### config.mk
export PLATFORM = sky130hd
export DESIGN_NAME = decode_stage
export DESIGN_NICKNAME = d
export VERILOG_FILES = /design/src/rtl/decode_stage.sv
export SDC_FILE = /design/constraint.sdc
export NUM_CORES = 1
export LEC_CHECK = 0
export CAP_MARGIN = 40
export CORE_ASPECT_RATIO = 0.75
export CORE_MARGIN = 2
export CORE_UTILIZATION = 36
export DETAILED_ROUTE_END_ITERATION = 10
export PLACE_DENSITY_LB_ADDON = 0.12
export SYNTH_ARGS = -nofsm -noshare
export SYNTH_HDL_FRONTEND = slang
export SYNTH_SLANG_ARGS = --single-unit
### constraint.sdc
create_clock -name clk -period 5.5 [get_ports clk]
set_input_delay 0.825 -clock clk [delete_from_list [all_inputs] [get_ports clk]]
set_output_delay 0.825 -clock clk [all_outputs]
set_load 0.01 [all_outputs]
### src/rtl/decode_stage.sv
// RV32I decode stage: decodes the fetched instruction and reads the register file.
// The result is captured into a valid/ready output register, with load-use stalling and flush.
module decode_stage #(
    parameter int unsigned XLEN        = 32,
    parameter int unsigned NUM_REGS    = 32,
    parameter int unsigned REG_W       = $clog2(NUM_REGS),
    parameter int unsigned STALL_CNT_W = 16
) (
    input  logic                   clk,
    input  logic                   rst_n,
    input  logic                   in_valid,
    output logic                   in_ready,
    input  logic [31:0]            in_instr,
    input  logic [XLEN-1:0]        in_pc,
    output logic [REG_W-1:0]       rf_rs1_addr,
    output logic [REG_W-1:0]       rf_rs2_addr,
    input  logic [XLEN-1:0]        rf_rs1_data,
    input  logic [XLEN-1:0]        rf_rs2_data,
    input  logic                   ex_valid,
    input  logic                   ex_is_load,
    input  logic [REG_W-1:0]       ex_rd,
    input  logic                   flush,
    output logic                   out_valid,
    input  logic                   out_ready,
    output logic [6:0]             out_opcode,
    output logic [2:0]             out_funct3,
    output logic [6:0]             out_funct7,
    output logic [REG_W-1:0]       out_rd,
    output logic [REG_W-1:0]       out_rs1,
    output logic [REG_W-1:0]       out_rs2,
    output logic [XLEN-1:0]        out_imm,
    output logic [XLEN-1:0]        out_pc,
    output logic [XLEN-1:0]        out_reg_a,
    output logic [XLEN-1:0]        out_reg_b,
    output logic                   out_illegal,
    output logic [STALL_CNT_W-1:0] stall_count
);

    typedef enum logic [6:0] {
        OPC_LUI    = 7'b0110111,
        OPC_AUIPC  = 7'b0010111,
        OPC_JAL    = 7'b1101111,
        OPC_JALR   = 7'b1100111,
        OPC_BRANCH = 7'b1100011,
        OPC_LOAD   = 7'b0000011,
        OPC_STORE  = 7'b0100011,
        OPC_OP_IMM = 7'b0010011,
        OPC_OP     = 7'b0110011
    } opcode_e;

    typedef struct packed {
        logic [6:0]       opcode;
        logic [2:0]       funct3;
        logic [6:0]       funct7;
        logic [REG_W-1:0] rd;
        logic [REG_W-1:0] rs1;
        logic [REG_W-1:0] rs2;
        logic [XLEN-1:0]  imm;
        logic [XLEN-1:0]  pc;
        logic [XLEN-1:0]  reg_a;
        logic [XLEN-1:0]  reg_b;
        logic             illegal;
    } bundle_t;

    logic [4:0]  rd_raw;
    logic [4:0]  rs1_raw;
    logic [4:0]  rs2_raw;
    logic        uses_rd;
    logic        uses_rs1;
    logic        uses_rs2;
    logic        known_op;
    logic        bad_funct;
    logic        bad_reg;
    logic [31:0] imm32;
    logic        hazard;
    logic        accept;
    bundle_t     dec;

    bundle_t                bundle_d, bundle_q;
    logic                   out_valid_d, out_valid_q;
    logic [STALL_CNT_W-1:0] stall_d, stall_q;

    always_comb begin
        rd_raw    = in_instr[11:7];
        rs1_raw   = in_instr[19:15];
        rs2_raw   = in_instr[24:20];
        uses_rd   = 1'b0;
        uses_rs1  = 1'b0;
        uses_rs2  = 1'b0;
        known_op  = 1'b1;
        bad_funct = 1'b0;
        imm32     = '0;
        case (opcode_e'(in_instr[6:0]))
            OPC_LUI, OPC_AUIPC: begin
                uses_rd = 1'b1;
                imm32   = {in_instr[31:12], 12'b0};
            end
            OPC_JAL: begin
                uses_rd = 1'b1;
                imm32   = {{11{in_instr[31]}}, in_instr[31], in_instr[19:12],
                           in_instr[20], in_instr[30:21], 1'b0};
            end
            OPC_JALR, OPC_LOAD, OPC_OP_IMM: begin
                uses_rd  = 1'b1;
                uses_rs1 = 1'b1;
                imm32    = {{20{in_instr[31]}}, in_instr[31:20]};
            end
            OPC_BRANCH: begin
                uses_rs1 = 1'b1;
                uses_rs2 = 1'b1;
                imm32    = {{19{in_instr[31]}}, in_instr[31], in_instr[7],
                            in_instr[30:25], in_instr[11:8], 1'b0};
            end
            OPC_STORE: begin
                uses_rs1 = 1'b1;
                uses_rs2 = 1'b1;
                imm32    = {{20{in_instr[31]}}, in_instr[31:25], in_instr[11:7]};
            end
            OPC_OP: begin
                uses_rd   = 1'b1;
                uses_rs1  = 1'b1;
                uses_rs2  = 1'b1;
                bad_funct = !((in_instr[31:25] == 7'h00) ||
                              ((in_instr[31:25] == 7'h20) &&
                               ((in_instr[14:12] == 3'b000) || (in_instr[14:12] == 3'b101))));
            end
            default: known_op = 1'b0;
        endcase

        // Index check uses the raw 5-bit fields, before truncation to REG_W
        bad_reg = (NUM_REGS == 16) &&
                  ((uses_rd & rd_raw[4]) | (uses_rs1 & rs1_raw[4]) | (uses_rs2 & rs2_raw[4]));

        dec.opcode  = in_instr[6:0];
        dec.funct3  = in_instr[14:12];
        dec.funct7  = in_instr[31:25];
        dec.rd      = uses_rd  ? rd_raw[REG_W-1:0]  : '0;
        dec.rs1     = uses_rs1 ? rs1_raw[REG_W-1:0] : '0;
        dec.rs2     = uses_rs2 ? rs2_raw[REG_W-1:0] : '0;
        dec.imm     = XLEN'($signed(imm32));
        dec.pc      = in_pc;
        dec.reg_a   = rf_rs1_data;
        dec.reg_b   = rf_rs2_data;
        dec.illegal = !known_op | bad_funct | bad_reg;
    end

    assign rf_rs1_addr = dec.rs1;
    assign rf_rs2_addr = dec.rs2;

    assign hazard = ex_valid & ex_is_load & (ex_rd != '0) &
                    ((uses_rs1 & (dec.rs1 == ex_rd)) | (uses_rs2 & (dec.rs2 == ex_rd)));
    assign in_ready = !flush & !hazard & (!out_valid_q | out_ready);
    assign accept   = in_valid & in_ready;

    always_comb begin
        bundle_d    = bundle_q;
        out_valid_d = out_valid_q;
        stall_d     = stall_q;
        if (flush) begin
            out_valid_d = 1'b0;
        end else if (accept) begin
            out_valid_d = 1'b1;
            bundle_d    = dec;
        end else if (out_ready) begin
            out_valid_d = 1'b0;
        end
        if (in_valid && hazard && !flush && (stall_q != '1)) begin
            stall_d = stall_q + STALL_CNT_W'(1);
        end
    end

    always_ff @(posedge clk or negedge rst_n) begin
        if (!rst_n) begin
            bundle_q    <= '0;
            out_valid_q <= 1'b0;
            stall_q     <= '0;
        end else begin
            bundle_q    <= bundle_d;
            out_valid_q <= out_valid_d;
            stall_q     <= stall_d;
        end
    end

    assign out_valid   = out_valid_q;
    assign out_opcode  = bundle_q.opcode;
    assign out_funct3  = bundle_q.funct3;
    assign out_funct7  = bundle_q.funct7;
    assign out_rd      = bundle_q.rd;
    assign out_rs1     = bundle_q.rs1;
    assign out_rs2     = bundle_q.rs2;
    assign out_imm     = bundle_q.imm;
    assign out_pc      = bundle_q.pc;
    assign out_reg_a   = bundle_q.reg_a;
    assign out_reg_b   = bundle_q.reg_b;
    assign out_illegal = bundle_q.illegal;
    assign stall_count = stall_q;

endmodule
[Word level (Yosys, flattened, before mapping)]
Index checks and enable logic that the tools add are counted.
W data, S select, Z words.
Operators by class
  add/sub/neg operators: 1
  equality and inequality tests: 14
  muxes and demuxes: 12
  bitwise gates (word level): 12
  reductions and logical operators: 22
Operators by type and width (count)
  $pmux W32 S5: 1
  $eq A7 B6 Y1 const B: 4
  $eq A7 B7 Y1 const B: 3
  $add A16 B1 Y16 const B: 1
  $ne A16 B16 Y1 const B: 1
  $mux W5: 3
  $eq A7 B5 Y1 const B: 2
  $eq A5 B5 Y1: 2
  $reduce_or A9 Y1: 1
  $and A1 B1 Y1: 8
  $mux W1: 8
  $eq A7 B2 Y1 const B: 1
  $logic_not A7 Y1: 1
  $reduce_or A7 Y1: 1
  $reduce_or A3 Y1: 2
  $reduce_or A6 Y1: 1
  $logic_not A1 Y1: 5
  $reduce_bool A5 Y1: 1
  $logic_and A1 B1 Y1: 4
  $eq A3 B3 Y1 const B: 1
  $logic_not A3 Y1: 1
  $or A1 B1 Y1: 3
  $reduce_bool A3 Y1: 1
  $logic_or A1 B1 Y1: 2
  other kinds (3): 3
Word-level totals
  register bits after elaboration: 178
  bits of input ports: 140
  output and inout bits: 189
  logic and storage cells: 74

[Logic depth before layout (Yosys ltp)]
  depth after elaboration: 14
  depth in mapped cells: 9
  gate-level depth less buffers: 7

[Worst setup path before layout]
No wires, ideal clock.
  path kind: input-to-output
  start point: input port ex_rd[0]
  end point: output port in_ready
  arrival: 2.279 ns
  required time: 4.675 ns
  setup slack: 2.396 ns
  stages on the path: 5
  path buffers: 1
  path through: or4_1 o211a_1 o21a_4 clkbuf_1 nor3_1
On the way
  word-level cells in the longest chain between the ends: 7
  elaborated cells between the ends (all ways): 11
  those cells by class: eq/ne: 2; bitwise: 7; reduce/logical: 2
RTL lines
  from (decl): RTL line 21  | input logic [REG_W-1:0] ex_rd,
  $eq A5 B5 Y1: RTL line 151  | ((uses_rs1 & (dec.rs1 == ex_rd)) | (uses_rs2 & (dec.rs2 == ex_rd)));
  $and A1 B1 Y1: RTL line 151
  $or A1 B1 Y1: RTL line 151
  $and A1 B1 Y1 *: RTL line 150  | assign hazard = ex_valid & ex_is_load & (ex_rd != '0) &
  $logic_not A1 Y1 *: RTL line 152  | assign in_ready = !flush & !hazard & (!out_valid_q | out_ready);
  $and A1 B1 Y1 * (2 in series): RTL line 152
  to (decl): RTL line 12  | output logic in_ready,
Every way passes the cells marked *; elsewhere a longest branch is shown, timed or not.

[Worst setup path in the final report]
  start point: input port in_instr[5]
  end point: output port in_ready
On the way
  word-level cells in the longest chain between the ends: 11
  elaborated cells between the ends (all ways): 21
  those cells by class: eq/ne: 8; mux: 4; bitwise: 6; reduce/logical: 3
RTL lines
  from (decl): RTL line 13  | input logic [31:0] in_instr,
  $eq A7 B6 Y1 (tied with other cells): RTL line 93  | case (opcode_e'(in_instr[6:0]))
  $reduce_or A6 Y1 (no line) / $reduce_or A3 Y1 (equally long branches)
  $mux W1: RTL line 93
  $mux W5 (on tied branches): RTL line 138, 139
  $eq A5 B5 Y1: RTL line 151
  $and A1 B1 Y1: RTL line 151
  $or A1 B1 Y1 *: RTL line 151
  $and A1 B1 Y1 *: RTL line 150
  $logic_not A1 Y1 *: RTL line 152
  $and A1 B1 Y1 * (2 in series): RTL line 152
Marked as above.

==> impl_metrics.ini <==
[sta]
tightestPinTransition_ns = 0.877
hold_viol_final = 0
fin_tns_setup_ns = 0
clock_skew_ns = 0.0126
fmax_ghz = 0.247
min_period_ns = 4.04
rsz0062_at_grt = no
period_share_pct = 73.5
setup_viol_count_final = 0
timing.final.max_slew_violations = 0
relSlewSlack_pct = 41.5

[pwr]
ir_drop_mv = 0.176
cellLeakagePower_nw = 5.00
pwr_density_cell_nw_per_um2 = 311

[clock_tree]
ctsLongestPathBuffers = 2
cts_buffers = 17
clk_latency_ns = 0.43
cts.reportedPaths.clkPinSlew_ns = 0.07
cts_num_sinks = 178
postCtsSetupBuffers = 0
cts_resized = 0
root_buffer = clkbuf_16
htreeDepth = 4
cts_hold_buf = 0
cts_tree = built

[synthesis]
yosysWarnings = 0
synthArstFlopShare_pct = 100
synth.avg_cell_area_um2 = 13.8
synth_flop_cell = dfrtp_1
syn_nets = 713
synth_cell_types = 52
synth_area_um2 = 7880
synth_seq_area_share_pct = 56.5
synth_cells = 572
synth_edf_count = 0
ys_seq_elements = 178

[layout]
n_antenna_cell = 0
finalNetCount = 1038
layout_commonest_cell = clkdlybuf4s50_1
mostFrequentLayoutCells = clkdlybuf4s50_1 (327), dfrtp_1 (178), mux2_2 (81)
post-route-util_pct = 56.4
area_delta_synth_final_pct = 52.2
drive_gt1_share_pct = 20.2

[placement]
place_hpwl_um = 17500
io_buffers = 328
place.gp.congestion = 0.872

[worst_setup_path]
worst_path_most_repeated_cell = clkdlybuf4s50_1
crit_slowest_cell = clkdlybuf4s50_1
critical_path_required_ns = 4.68
crit_chain = clkdlybuf4s50_1 -> nand3b_1 -> a21oi_4 -> nor4b_4 -> o21a_4 -> nor3_1 -> clkdlybuf4s50_1
r2r_cells = 5
crit_arrival_ns = 3.22
critical_path_class = primary input to output pin
crit_fanout = 16
cpPeakStageDelay_ns = 0.68
path_buf_inv = 2
cp-end-kind = output pin
critPathLaunchType = primary input
crit_family = buffers and inverters
crit_cells = 7

[floorplanning]
ioPinCount = 329
die_x_um = 175
start_util_pct = 37.0
core_um2 = 21300
fp.dieArea_um2 = 23100
die_y_um = 132
core.rowCount = 46

[flow_run]
maxCapViolations = 0

[run_status]
status = finished, final reports clean

[global_routing]
grt_overflow = 0
grt_pass1_wl_um = 36700
grt_util_all_layers_pct = 20.3
grt_max_degree = 70
grt_antenna_before_repair = 1
grt_pass1_vias = 6238

[routing]
vias = 5839
avgViaCountPerCell = 4.87
dr.pass1.iters = 5
drcViolationCount = 0
wl_per_cell_um = 19.3
routed_wl_um = 23100
final_antenna_net_count = 0
drt_iter0_drc = 275

[min_path]
hp-class = primary input to async pin
## power breakdown
part | switching (W) | internal (W) | total, W | leakage (nW)
registers | 0.0000927 | 0.00148 | 0.00157 | 2.20
clock network | 0.000567 | 0.000708 | 0.00128 | 0.308
logic | 0.000324 | 0.000561 | 0.000886 | 2.49
## worst reg2reg max path: cells and delay by family, from the launching register on
kind / cells / cell delay (ns)
simple gates: 2 / 0.77
buf+inv: 1 / 0.25
mux: 1 / 0.28
flops: 1 / 0.40
compound gates: 1 / 0.34
## layer usage
metal	up-vias	GRT usage [%]	part of all wire (%)
li1	2686	-	-
met1	2902	26.8	42
met2	228	32.6	48
met3	21	6.31	8.5
met4	2	5.23	1.4
met5	-	0	0.056
## sequential cells by signal, summed over array words and instances, names as in the netlist
name,flops
out_funct3,3
out_funct7,7
out_illegal,1
out_imm,32
out_opcode,7
out_pc,32
out_rd,5
out_reg_a,32
out_reg_b,32
out_rs1,5
out_rs2,5
out_valid,1
stall_count,16
## kinds of logic (layout without fill, tap and decap cells)
group | after synthesis | in the layout | share of synthesized area [%]
AOI/OAI and AO/OA | 58 | 58 | 5.78
xor gates and xnor gates | 26 | 26 | 2.89
adders and majority gates | 1 | 1 | 0.159
buffers and inverters | 44 | 382 | 4.05
DFF | 178 | 178 | 56.5
muxes | 139 | 139 | 22.0
and+or+nand+nor | 126 | 126 | 8.59
## metrics by stage
step	power (W)	cell area, µm²	instances	setup WS, ns	hold WS, ns
global route	0.00390	12000	1198	1.30	0.300
CTS	0.00379	12000	1198	1.46	0.289
detailed placement	0.00249	11400	1166	1.47	0.481
global placement	0.00247	11300	1162	1.50	0.480
finish	0.00373	12000	1198	1.46	0.294
floorplan	0.00193	7880	572	2.40	0.522
## worst paths after layout
kind	endpoint	slack, ns	startpoint
setup / recovery	in_ready	1.46	in_instr[5]
hold / removal	stall_count[9]$_DFFE_PN0P_	0.29	rst_n
setup reg to reg	out_funct7[6]$_DFFE_PN0P_	3.36	out_valid$_DFFE_PN0P_
hold reg to reg	stall_count[15]$_DFFE_PN0P_	0.50	stall_count[15]$_DFFE_PN0P_
max in group asynchronous	out_imm[26]$_DFFE_PN0P_	3.98	rst_n
min in group clk	stall_count[15]$_DFFE_PN0P_	0.50	stall_count[15]$_DFFE_PN0P_
## cells in the mapped netlist (2+ instances only)
| master | instances | share of area, % |
|---|---|---|
| nor2b_1 | 3 | 0.24 |
| nor4_1 | 4 | 0.32 |
| clkbuf_1 | 3 | 0.14 |
| nand4_1 | 14 | 1.1 |
| xnor2_1 | 18 | 2.0 |
| buf_4 | 19 | 1.8 |
| dfrtp_1 | 178 | 56 |
| a221o_1 | 5 | 0.63 |
| nand3_1 | 8 | 0.51 |
| buf_6 | 3 | 0.43 |
| nand2_1 | 37 | 1.8 |
| nor3_1 | 8 | 0.51 |
| buf_2 | 3 | 0.19 |
| xor2_1 | 8 | 0.89 |
| a21oi_1 | 11 | 0.70 |
| mux2i_1 | 9 | 1.1 |
| mux2_2 | 81 | 12 |
| buf_8 | 5 | 0.95 |
| inv_1 | 11 | 0.52 |
| or4_1 | 2 | 0.19 |
| and3_1 | 8 | 0.63 |
| o211ai_1 | 6 | 0.57 |
| and2_1 | 10 | 0.79 |
| o21ai_0 | 6 | 0.38 |
| a22o_1 | 5 | 0.56 |
| a2bb2oi_1 | 12 | 1.3 |
| nand2b_1 | 2 | 0.16 |
| nor2_1 | 19 | 0.90 |
| nand3b_1 | 3 | 0.29 |
| mux2_4 | 49 | 9.3 |
## area by class of cell
class                   count  area (µm²)
fillers                  1777        9300
flip-flops and latches    178        4450
repair buffers            339        3400
multi-input cells         350        3110
clock buffers              18         439
well taps                 288         360
clock inverters            14         193
inverters                  11        41.3
Power figures use the tool's default switching activity.
